File: src/rtl/regfile_wb_arbiter_if.sv
// rtl/regfile_wb_arbiter_if.sv - writeback source and register-file write-port bundle
// master drives the two writeback requests; slave is the arbiter.
interface regfile_wb_arbiter_if #(
  parameter int XLEN = 64
);
  logic            a_valid;
  logic [4:0]      a_rd;
  logic [XLEN-1:0] a_data;
  logic            a_ready;
  logic            b_valid;
  logic [4:0]      b_rd;
  logic [XLEN-1:0] b_data;
  logic            b_ready;
  logic            wr_en;
  logic [4:0]      wr_reg;
  logic [XLEN-1:0] wr_data;
  logic            b_starving;
`ifdef REGFILE_WB_ARB_STATS_EN
  logic [31:0]     stat_a;
  logic [31:0]     stat_b;
  logic [31:0]     stat_conflict;

  modport master (
    output a_valid, a_rd, a_data, b_valid, b_rd, b_data,
    input  a_ready, b_ready, wr_en, wr_reg, wr_data, b_starving,
    input  stat_a, stat_b, stat_conflict
  );
  modport slave (
    input  a_valid, a_rd, a_data, b_valid, b_rd, b_data,
    output a_ready, b_ready, wr_en, wr_reg, wr_data, b_starving,
    output stat_a, stat_b, stat_conflict
  );
`else
  modport master (
    output a_valid, a_rd, a_data, b_valid, b_rd, b_data,
    input  a_ready, b_ready, wr_en, wr_reg, wr_data, b_starving
  );
  modport slave (
    input  a_valid, a_rd, a_data, b_valid, b_rd, b_data,
    output a_ready, b_ready, wr_en, wr_reg, wr_data, b_starving
  );
`endif
endinterface

File: src/rtl/regfile_wb_arbiter.sv
// rtl/regfile_wb_arbiter.sv - two-source register-file write-port arbiter with B anti-starvation
// Optional transfer/conflict counters are built when REGFILE_WB_ARB_STATS_EN is defined.
module regfile_wb_arbiter #(
  parameter int MAX_WAIT = 4,
  parameter int XLEN     = 64
) (
  input logic                  clk,
  input logic                  reset,
  regfile_wb_arbiter_if.slave  bus
);

  typedef enum logic {PRIO_A, FORCE_B} state_t;

  localparam logic [3:0] MAX_W = 4'(MAX_WAIT);

  state_t          r_state;
  state_t          w_state_nxt;
  logic [3:0]      r_wait;
  logic [3:0]      w_wait_nxt;
  logic            w_a_grant;
  logic            w_b_grant;
  logic            w_xfer;
  logic [4:0]      w_rd;
  logic [XLEN-1:0] w_data;
  logic            r_wr_en;
  logic [4:0]      r_wr_reg;
  logic [XLEN-1:0] r_wr_data;

  always_comb begin
    w_a_grant   = 1'b0;
    w_b_grant   = 1'b0;
    w_state_nxt = r_state;
    w_wait_nxt  = r_wait;
    if (!reset) begin
      case (r_state)
        PRIO_A: begin
          if (bus.a_valid)      w_a_grant = 1'b1;
          else if (bus.b_valid) w_b_grant = 1'b1;
        end
        FORCE_B: begin
          if (bus.b_valid)      w_b_grant = 1'b1;
          else if (bus.a_valid) w_a_grant = 1'b1;
        end
        default: ;
      endcase
    end
    if (!bus.b_valid || w_b_grant) w_wait_nxt = 4'd0;
    else if (r_wait != MAX_W)      w_wait_nxt = r_wait + 4'd1;
    // Counter hitting the limit implies B was just refused for the MAX_WAIT-th time.
    case (r_state)
      PRIO_A:  if (w_wait_nxt == MAX_W)           w_state_nxt = FORCE_B;
      FORCE_B: if (w_b_grant || !bus.b_valid)    w_state_nxt = PRIO_A;
      default: w_state_nxt = PRIO_A;
    endcase
  end

  assign w_xfer = w_a_grant | w_b_grant;
  assign w_rd   = w_b_grant ? bus.b_rd   : bus.a_rd;
  assign w_data = w_b_grant ? bus.b_data : bus.a_data;

  always_ff @(posedge clk) begin
    if (reset) begin
      r_state   <= PRIO_A;
      r_wait    <= 4'd0;
      r_wr_en   <= 1'b0;
      r_wr_reg  <= 5'd0;
      r_wr_data <= '0;
    end else begin
      r_state <= w_state_nxt;
      r_wait  <= w_wait_nxt;
      if (w_xfer) begin
        r_wr_en   <= (w_rd != 5'd0);
        r_wr_reg  <= w_rd;
        r_wr_data <= w_data;
      end else begin
        r_wr_en <= 1'b0;
      end
    end
  end

  assign bus.a_ready    = w_a_grant;
  assign bus.b_ready    = w_b_grant;
  assign bus.wr_en      = r_wr_en;
  assign bus.wr_reg     = r_wr_reg;
  assign bus.wr_data    = r_wr_data;
  assign bus.b_starving = (r_state == FORCE_B);

`ifdef REGFILE_WB_ARB_STATS_EN
  logic [31:0] r_stat_a;
  logic [31:0] r_stat_b;
  logic [31:0] r_stat_conflict;

  always_ff @(posedge clk) begin
    if (reset) begin
      r_stat_a        <= 32'd0;
      r_stat_b        <= 32'd0;
      r_stat_conflict <= 32'd0;
    end else begin
      if (w_a_grant)                  r_stat_a        <= r_stat_a + 32'd1;
      if (w_b_grant)                  r_stat_b        <= r_stat_b + 32'd1;
      if (bus.a_valid && bus.b_valid) r_stat_conflict <= r_stat_conflict + 32'd1;
    end
  end

  assign bus.stat_a        = r_stat_a;
  assign bus.stat_b        = r_stat_b;
  assign bus.stat_conflict = r_stat_conflict;
`endif

endmodule

File: src/flat_wrapper.sv
// flat-port wrapper written by rule: the top's interface ports become plain ports
module regfile_wb_arbiter_flat 
#(
  parameter int MAX_WAIT = 4,
  parameter int XLEN     = 64
)
  (clk, reset, bus_a_valid, bus_a_rd, bus_a_data, bus_b_valid, bus_b_rd, bus_b_data, bus_a_ready, bus_b_ready, bus_wr_en, bus_wr_reg, bus_wr_data, bus_b_starving);
  regfile_wb_arbiter_if #(.XLEN(XLEN)) bus_i ();
  input logic clk;
  input logic reset;
  input wire logic [$bits(bus_i.a_valid)-1:0] bus_a_valid;
  input wire logic [$bits(bus_i.a_rd)-1:0] bus_a_rd;
  input wire logic [$bits(bus_i.a_data)-1:0] bus_a_data;
  input wire logic [$bits(bus_i.b_valid)-1:0] bus_b_valid;
  input wire logic [$bits(bus_i.b_rd)-1:0] bus_b_rd;
  input wire logic [$bits(bus_i.b_data)-1:0] bus_b_data;
  output wire logic [$bits(bus_i.a_ready)-1:0] bus_a_ready;
  output wire logic [$bits(bus_i.b_ready)-1:0] bus_b_ready;
  output wire logic [$bits(bus_i.wr_en)-1:0] bus_wr_en;
  output wire logic [$bits(bus_i.wr_reg)-1:0] bus_wr_reg;
  output wire logic [$bits(bus_i.wr_data)-1:0] bus_wr_data;
  output wire logic [$bits(bus_i.b_starving)-1:0] bus_b_starving;
  assign bus_i.a_valid = bus_a_valid;
  assign bus_i.a_rd = bus_a_rd;
  assign bus_i.a_data = bus_a_data;
  assign bus_i.b_valid = bus_b_valid;
  assign bus_i.b_rd = bus_b_rd;
  assign bus_i.b_data = bus_b_data;
  assign bus_a_ready = bus_i.a_ready;
  assign bus_b_ready = bus_i.b_ready;
  assign bus_wr_en = bus_i.wr_en;
  assign bus_wr_reg = bus_i.wr_reg;
  assign bus_wr_data = bus_i.wr_data;
  assign bus_b_starving = bus_i.b_starving;
  regfile_wb_arbiter #(.MAX_WAIT(MAX_WAIT), .XLEN(XLEN)) u_core (.clk(clk), .reset(reset), .bus(bus_i));
endmodule
File: config.mk
export PLATFORM = sky130hd
export DESIGN_NAME = regfile_wb_arbiter_flat
export DESIGN_NICKNAME = d
export VERILOG_FILES = /design/src/rtl/regfile_wb_arbiter_if.sv /design/src/rtl/regfile_wb_arbiter.sv /design/src/flat_wrapper.sv
export SDC_FILE = /design/constraint.sdc
export NUM_CORES = 1
export LEC_CHECK = 0
export ABC_AREA = 1
export BUFFER_PORTS_ARGS = -buffer_cell sky130_fd_sc_hd__buf_2
export CAP_MARGIN = 20
export CORE_ASPECT_RATIO = 0.8
export CORE_MARGIN = 2
export CORE_UTILIZATION = 41
export CTS_CLUSTER_DIAMETER = 30
export DETAILED_ROUTE_END_ITERATION = 8
export PLACE_DENSITY = 0.86
export SYNTH_ARGS = -nofsm -noshare
export SYNTH_HDL_FRONTEND = slang
export SYNTH_SLANG_ARGS = --single-unit
File: constraint.sdc
create_clock -name clk -period 1.5 [get_ports clk]
set_clock_uncertainty 0.2 [all_clocks]
set_input_delay 0.15 -clock clk [delete_from_list [all_inputs] [get_ports clk]]
set_output_delay 0.15 -clock clk [all_outputs]
set_load 0.01 [all_outputs]
==> reports/metrics.yaml, run 1 <==
critical_path:
  cp_max_fo: 8
  cp_cell_sequence: "inv_2, nand2_4, nand2_8, inv_8, buf_8, clkbuf_16, nand2_1, nand2_1, o21ai_1, inv_1"
  setup.worst_path.end_class: "flip-flop"
  rr_worst_depth: 10
  critPathMostFrequentCell: "nand2_1"
  critPathSlowestCell: "dfxtp_2"
  critPathKind: "reg2reg"
  crit_required_ns: 1.51
  cp.depth: 10
  crit_start: "u_core.bus.b_starving"
  start_kind: "flip-flop"
  max_stage_delay_ns: 0.33
  r2r_start: "u_core.bus.b_starving"
  crit_buf_inv: 5
  critPathTopFamily: "buffers and inverters"
  cp.arrival_ns: 1.64
layout:
  layout-drive-gt1-share_pct: 34.3
  nets: 1134
  instances_no_fill: 1114
  syn2layout_area_growth_pct: 88.5
  post-route-util_pct: 78.3
  largest_reg_flops: 64
  diodes: 0
timing:
  worst_slack_ns: -0.135
  max_freq_mhz: 612
  hold_viol: 0
  fin_crit_sh_pct: 109
  drv_slew: 0
  maxSlewHeadroom_pct: 73.1
  timing.setup.tns_ns: -1.35
  setup_viol: 38
  tightest_slew_ns: 0.403
  grt_setup_unrepaired: "yes"
  period_minus_slack_ns: 1.63
floorplanning:
  core_area_sq_um: 9530
  floorplan.initialDensity_pct: 41.5
  die_w_um: 114
  die_h_um: 91.9
  ios: 215
  fp-row-count: 32
  dieArea_sq_um: 10500
cts:
  cts_tree: "done"
  cts_sinks: 75
  cts_max_level: 3
  clockBufferDepth: 2
  insertion_delay_ns: 0.32
  root_buffer: "clkbuf_16"
  cts_made_buffers: 9
  clk_pin_slew_worst_paths_ns: 0.06
logic_synthesis:
  synth_top_family_by_area: "simple AND/OR/NAND/NOR gates"
  synthXorXnorAreaFrac_pct: 0.221
  seq_area_frac_synth_pct: 37.9
  synth_adder_area_share_pct: 0.632
  synth-simple-area-share_pct: 23.5
  synthMuxAreaShare_pct: 0
  syn_area_sq_um: 3960
  synth_fp_nets: 786
  ys_warn_count: 0
  synth.distinct_cells: 26
  ys_ff_latch: 75
  syn-instance-count: 642
  synth_compound_area_share_pct: 17.9
  synth.avg_cell_area_sq_um: 6.16
routing:
  avgViaCountPerCell: 5.12
  via_count: 5703
  antenna_left: 0
  first_pass_iters: 6
  wl_mm: 19.1
  first_iter_violations: 539
  wl_per_cell_um: 17.1
  drc_errors: 0
power:
  p_per_area_nw_per_um2: 879
  clkPwrFrac_pct: 41.5
  p_switching_mw: 1.75
  pwr-share-comb_pct: 24.5
  irDropWorstVdd_mv: 0.582
  p_int_mw: 4.80
  power_leakage_nw: 4.26
  power_frac_seq_pct: 34.0
  p_sw_share_pct: 26.7
grt:
  antenna_found_initial: 1
  grt_pass1_vias: 5220
  grt-ovfl-total: 0
  grtUsageTotal_pct: 29.6
  grt_max_degree: 72
  grt_pass1_wl_mm: 24.9
run_status:
  violations: "negative setup slack"
  status: "complete, but fails checks"
placed_design:
  place_congestion: 0.805
  portBuffers: 214
  dp_hpwl_mm: 7.76
  dp.cells: 953
flow_run:
  maxCapViolCount: 0
min_path:
  hold_path.class: "in2reg"
  hold_start: "bus_b_rd[1]"
  hold_depth: 6
worst paths after layout:
check	endpoint	slack (ns)
worst max-delay path	u_core.bus.wr_data[55]	-0.13
worst min-delay path	u_core.bus.wr_en	0.07
worst max register to register	u_core.bus.wr_data[55]	-0.13
worst min register to register	u_core.bus.wr_reg[1]	0.34
Yosys cell counts:
| library cell | number | area share (%) |
|---|---|---|
| inv_1 | 149 | 14 |
| ha_1 | 2 | 0.63 |
| nand2_4 | 1 | 0.28 |
| nor2_8 | 1 | 0.51 |
| o211ai_1 | 1 | 0.19 |
| inv_2 | 2 | 0.19 |
| buf_4 | 1 | 0.19 |
| dfxtp_1 | 75 | 38 |
| buf_1 | 2 | 0.19 |
| nor2_2 | 1 | 0.16 |
| and3_1 | 1 | 0.16 |
| o21ai_1 | 29 | 3.7 |
| o21ai_2 | 1 | 0.22 |
| clkbuf_1 | 13 | 1.2 |
| nor2_1 | 7 | 0.66 |
| nand2_1 | 213 | 20 |
| inv_4 | 1 | 0.16 |
| buf_6 | 7 | 2.0 |
| nand3b_1 | 1 | 0.19 |
| o21ai_0 | 42 | 5.3 |
| xor2_1 | 1 | 0.22 |
| buf_2 | 12 | 1.5 |
| clkbuf_2 | 2 | 0.25 |
| a21oi_1 | 67 | 8.5 |
| nand3_1 | 8 | 1.0 |
| nand4_1 | 2 | 0.32 |
worst reg2reg max path, cell delays in order (launching register included):
cell and delay [ns]:
dfxtp_2 0.33, inv_2 0.07, nand2_4 0.07, nand2_8 0.10
inv_8 0.05, buf_8 0.13, clkbuf_16 0.17, nand2_1 0.10
nand2_1 0.07, o21ai_1 0.14, inv_1 0.08
layout by cell type, fill, tap and decap left out:
| cell type | n |
|---|---|
| buf_2 | 213 |
| nand2_1 | 161 |
| inv_1 | 148 |
| dlygate4sd3_1 | 130 |
| dfxtp_1 | 73 |
| a21oi_1 | 67 |
| o21ai_1 | 50 |
| nand2_2 | 36 |
| o21ai_2 | 17 |
| nand2_4 | 15 |
| clkbuf_16 | 15 |
| buf_4 | 10 |
| nand3_1 | 8 |
| buf_12 | 8 |
| nor2_1 | 7 |
| buf_6 | 5 |
| bufinv_16 | 4 |
| o21ai_4 | 3 |
| inv_2 | 2 |
| nand2_8 | 2 |
| nand4_1 | 2 |
| o21ai_0 | 2 |
| clkbuf_8 | 2 |
| dfxtp_2 | 2 |
| nor2_8 | 1 |
| inv_8 | 1 |
| inv_4 | 1 |
| nand3b_1 | 1 |
| nor2_4 | 1 |
| o211ai_1 | 1 |
| and3_1 | 1 |
| xor2_1 | 1 |
| ha_2 | 1 |
| ha_1 | 1 |
| clkbuf_1 | 1 |
| buf_16 | 1 |
| buf_8 | 1 |
layer usage:
layer,vias up,GRT usage [%],routed length [um]
li1,2612,-,-
met1,2543,33.1,6770
met2,445,50.9,9000
met3,101,9.85,2340
met4,2,14.2,933
met5,-,0,13
final cells by class:
class	instances	area, sq um
flip-flops and latches	75	1500
fillers	584	2070
clock inverters	4	120
multi-input cells	378	2000
clock buffers	12	256
well taps	119	149
inverters	152	581
repair buffers	374	2850
stage by stage:
stage / setup WS [ns] / hold WS (ns) / power, mW / area [sq um]
CTS: -0.0109 / 0.0268 / 6.28 / 6920
floorplan: 0.0336 / 0.139 / 2.83 / 3960
global placement: 0.0372 / 0.231 / 3.26 / 5150
detailed placement: 0.00234 / 0.237 / 3.28 / 5150
finish: -0.135 / 0.0728 / 6.56 / 7460
global route: -0.154 / 0.0924 / 6.82 / 7460
cell families (layout without fill, tap and decap cells):
logic type                 Yosys count  in the layout
AOI/OAI and AO/OA                  140            140
xor gates and xnor gates             1              1
adders and majority gates            2              2
buffers and inverters              189            542
DFF                                 75             75
and+or+nand+nor                    235            235
power by group through the flow:
stage	Clock [mW]	Combinational, mW	Sequential (mW)
final	2.72	1.61	2.23
after global routing	2.86	1.72	2.24
after CTS	2.77	1.30	2.22
after detailed placement	0	1.02	2.26
after global placement	0	1.00	2.25
after floorplan	0	0.498	2.33
timing repair:
item                                    in CTS  in global routing
gates cloned                                 1                  8
pin swaps                                    2                 23
endpoints found under the setup margin       1                 68
hold buffers                               130                  0
setup buffers                                4                  2
gates resized for setup                     13                135
endpoints found under the hold margin       67                  0
No activity file was read; power rests on OpenSTA's default activity.
==> inputs of run 2 (changes only) <==
Settings changed: CTS_CLUSTER_SIZE from default to 14.
Clock period 1.5 ns to 1.35 ns, I/O delays scaled along.
==> reports/metrics.yaml, run 2 (synthesis gave the netlist of run 1 again) <==
run_status:
  status: "complete, but fails checks"
  violations: "negative setup slack"
layout:
  post-route-util_pct: 77.0  # -1.3 points
  syn2layout_area_growth_pct: 85.4
  diodes: 0  # unchanged
  layout-drive-gt1-share_pct: 34.0  # -0.23 points
  fillers: 610  # +4.5%
  nets: 1133  # -0.088%
  largest_reg_flops: 64  # unchanged
  layout_commonest_cell: "buf_2"
  final_cell_mix: "buf_2 (212), nand2_1 (159), inv_1 (148)"
cts:
  insertion_delay_ns: 0.33  # about the same
  cts_sinks: 75  # unchanged
  cts_made_buffers: 9  # unchanged
  clk_pin_slew_worst_paths_ns: 0.06  # about the same
  root_buffer: "clkbuf_16"
  cts_tree: "done"
  cts_max_level: 3  # unchanged
  clockBufferDepth: 2  # unchanged
routing:
  via_count: 5638  # -1.1%
  drc_errors: 0  # unchanged
  wl_mm: 18.7  # -2.1%
  first_iter_violations: 487  # -9.6%
  antenna_left: 0  # unchanged
  wl_per_cell_um: 16.8  # -1.9%
  first_pass_iters: 5  # -1
  avgViaCountPerCell: 5.07  # -0.96%
grt:
  grt_util_met3_pct: 9.58  # -0.26 points
  grt_max_degree: 73  # +1.4%
  antenna_found_initial: 0  # -1
  use_met1_pct: 33.2  # +0.12 points
  grt_pass1_wl_mm: 25.4  # +2.1%
  busiest_layer: "met2"
  grtUsageTotal_pct: 30.8  # +1.1 points
  met2_usage_pct: 53.8  # +2.9 points
  grt_pass1_vias: 5244  # +0.46%
  grt-ovfl-total: 0  # unchanged
power:
  power_leakage_nw: 4.21  # -1.4%
  p_per_area_nw_per_um2: 960  # +9.3%
  irDropWorstVdd_mv: 0.610  # +4.8%
timing:
  tightest_slew_ns: 0.593  # +0.190 ns
  drv_slew: 0  # unchanged
  maxSlewHeadroom_pct: 60.4  # -13 points
  fin_crit_sh_pct: 116  # +7.5 points
  setup_viol: 73  # +92%
  grt_setup_unrepaired: "yes"
  period_minus_slack_ns: 1.57  # -0.0619 ns
  worst_slack_ns: -0.223  # -0.0881 ns
  hold_viol: 0  # unchanged
  max_freq_mhz: 636  # +3.9%
critical_path:
  critPathKind: "reg2reg"
  critPathMostFrequentCell: "nand2_2"
  cp_max_fo: 6  # -2
  start_kind: "flip-flop"
  cp_cell_sequence: "inv_2, nand2_4, nand2_8, inv_8, buf_12, buf_16, nand2_2, nand2_2, o21ai_1, inv_1"
  max_stage_delay_ns: 0.32  # about the same
  crit_required_ns: 1.37  # -0.14 ns
  critPathTopFamily: "buffers and inverters"
  setup.worst_path.end_class: "flip-flop"
  critPathSlowestCell: "dfxtp_2"
  crit_buf_inv: 5  # unchanged
  cp.arrival_ns: 1.59  # -0.05 ns
floorplanning:
  core_area_sq_um: 9530  # unchanged
  die_w_um: 114  # unchanged
  die_h_um: 91.9  # unchanged
  fp-row-count: 32  # unchanged
  ios: 215  # unchanged
  floorplan.initialDensity_pct: 41.5  # unchanged
  dieArea_sq_um: 10500  # unchanged
placed_design:
  dp_hpwl_mm: 7.81  # +0.71%
  dp_slack_ns: -0.101  # -0.103 ns
  portBuffers: 214  # unchanged
  place_congestion: 0.762  # -5.3%
min_path:
  hold_path.class: "in2reg"
flow_run:
  maxCapViolCount: 0  # unchanged
run 2: cell count changes in the layout (fill, tap and decap cells not counted), sizes merged:
cell         before  now
clkinvlp          0    1
dlygate4sd3     130  131
bufbuf            0    1
clkbuf           18   14
bufinv            4    3
run 2: cell type report:
type,instances,area [sq um],area share [%]
Timing Repair Buffer,373,2780,37.9
Multi-Input combinational cell,378,1970,26.9
Tap cell,119,149,2.03
Sequential cell,75,1500,20.5
Inverter,152,581,7.91
Clock buffer,11,253,3.44
Clock inverter,4,97.6,1.33
run 2: worst reg2reg max path: cells and delay by family, from the launching register on:
family	cells	cell delay, ns
AOI/OAI and AO/OA	1	0.20
buffers and inverters	5	0.46
DFF	1	0.32
and+or+nand+nor	4	0.27
run 2: metrics by stage:
stage	power [mW]	TNS [ns]	cell area, sq um	cells	hold WS, ns
6_report	7.05	-7.58	7340	1112	0.0209
5_1_grt	7.31	-12.03	7340	1112	0.0518
4_1_cts	6.81	-4.57	7020	1109	0.00299
2_1_floorplan	3.14	-0.424	3970	642	0.124
3_5_place_dp	3.65	-4.83	5190	954	0.224
3_3_place_gp	3.63	-3.02	5190	954	0.217
run 2: repair_timing:
| action | in CTS | in global routing |
|---|---|---|
| buffers inserted | 9 | 1 |
| hold buffers | 131 | 0 |
| hold endpoints to repair | 67 | 0 |
| pin swaps | 6 | 25 |
| setup endpoints to repair | 69 | 76 |
| cloned | 2 | 3 |
| gates resized for setup | 54 | 81 |
run 2: worst paths after layout:
path | startpoint | endpoint | slack [ns] | cells after the start
worst min-delay path | bus_a_rd[3] | u_core.bus.wr_reg[3] | 0.02 | 7
worst max register to register | u_core.bus.b_starving | u_core.bus.wr_data[44] | -0.22 | 10
worst max-delay path | u_core.bus.b_starving | u_core.bus.wr_data[44] | -0.22 | 10
worst min register to register | u_core.bus.wr_reg[2] | u_core.bus.wr_reg[2] | 0.33 | 4
run 2: report_power, final:
part / internal, mW / switching, mW / leakage [nW]
Combinational: 0.839 / 0.906 / 3.42
Clock: 1.90 / 0.925 / 0.168
Sequential: 2.38 / 0.0973 / 0.622
Total: 5.12 / 1.93 / 4.21
run 2: per-layer routing:
metal / wire length, um / vias to the layer above
met5: 0 / -
met4: 1100 / 0
met3: 2340 / 110
met2: 8590 / 436
met1: 6630 / 2482
li1: - / 2610
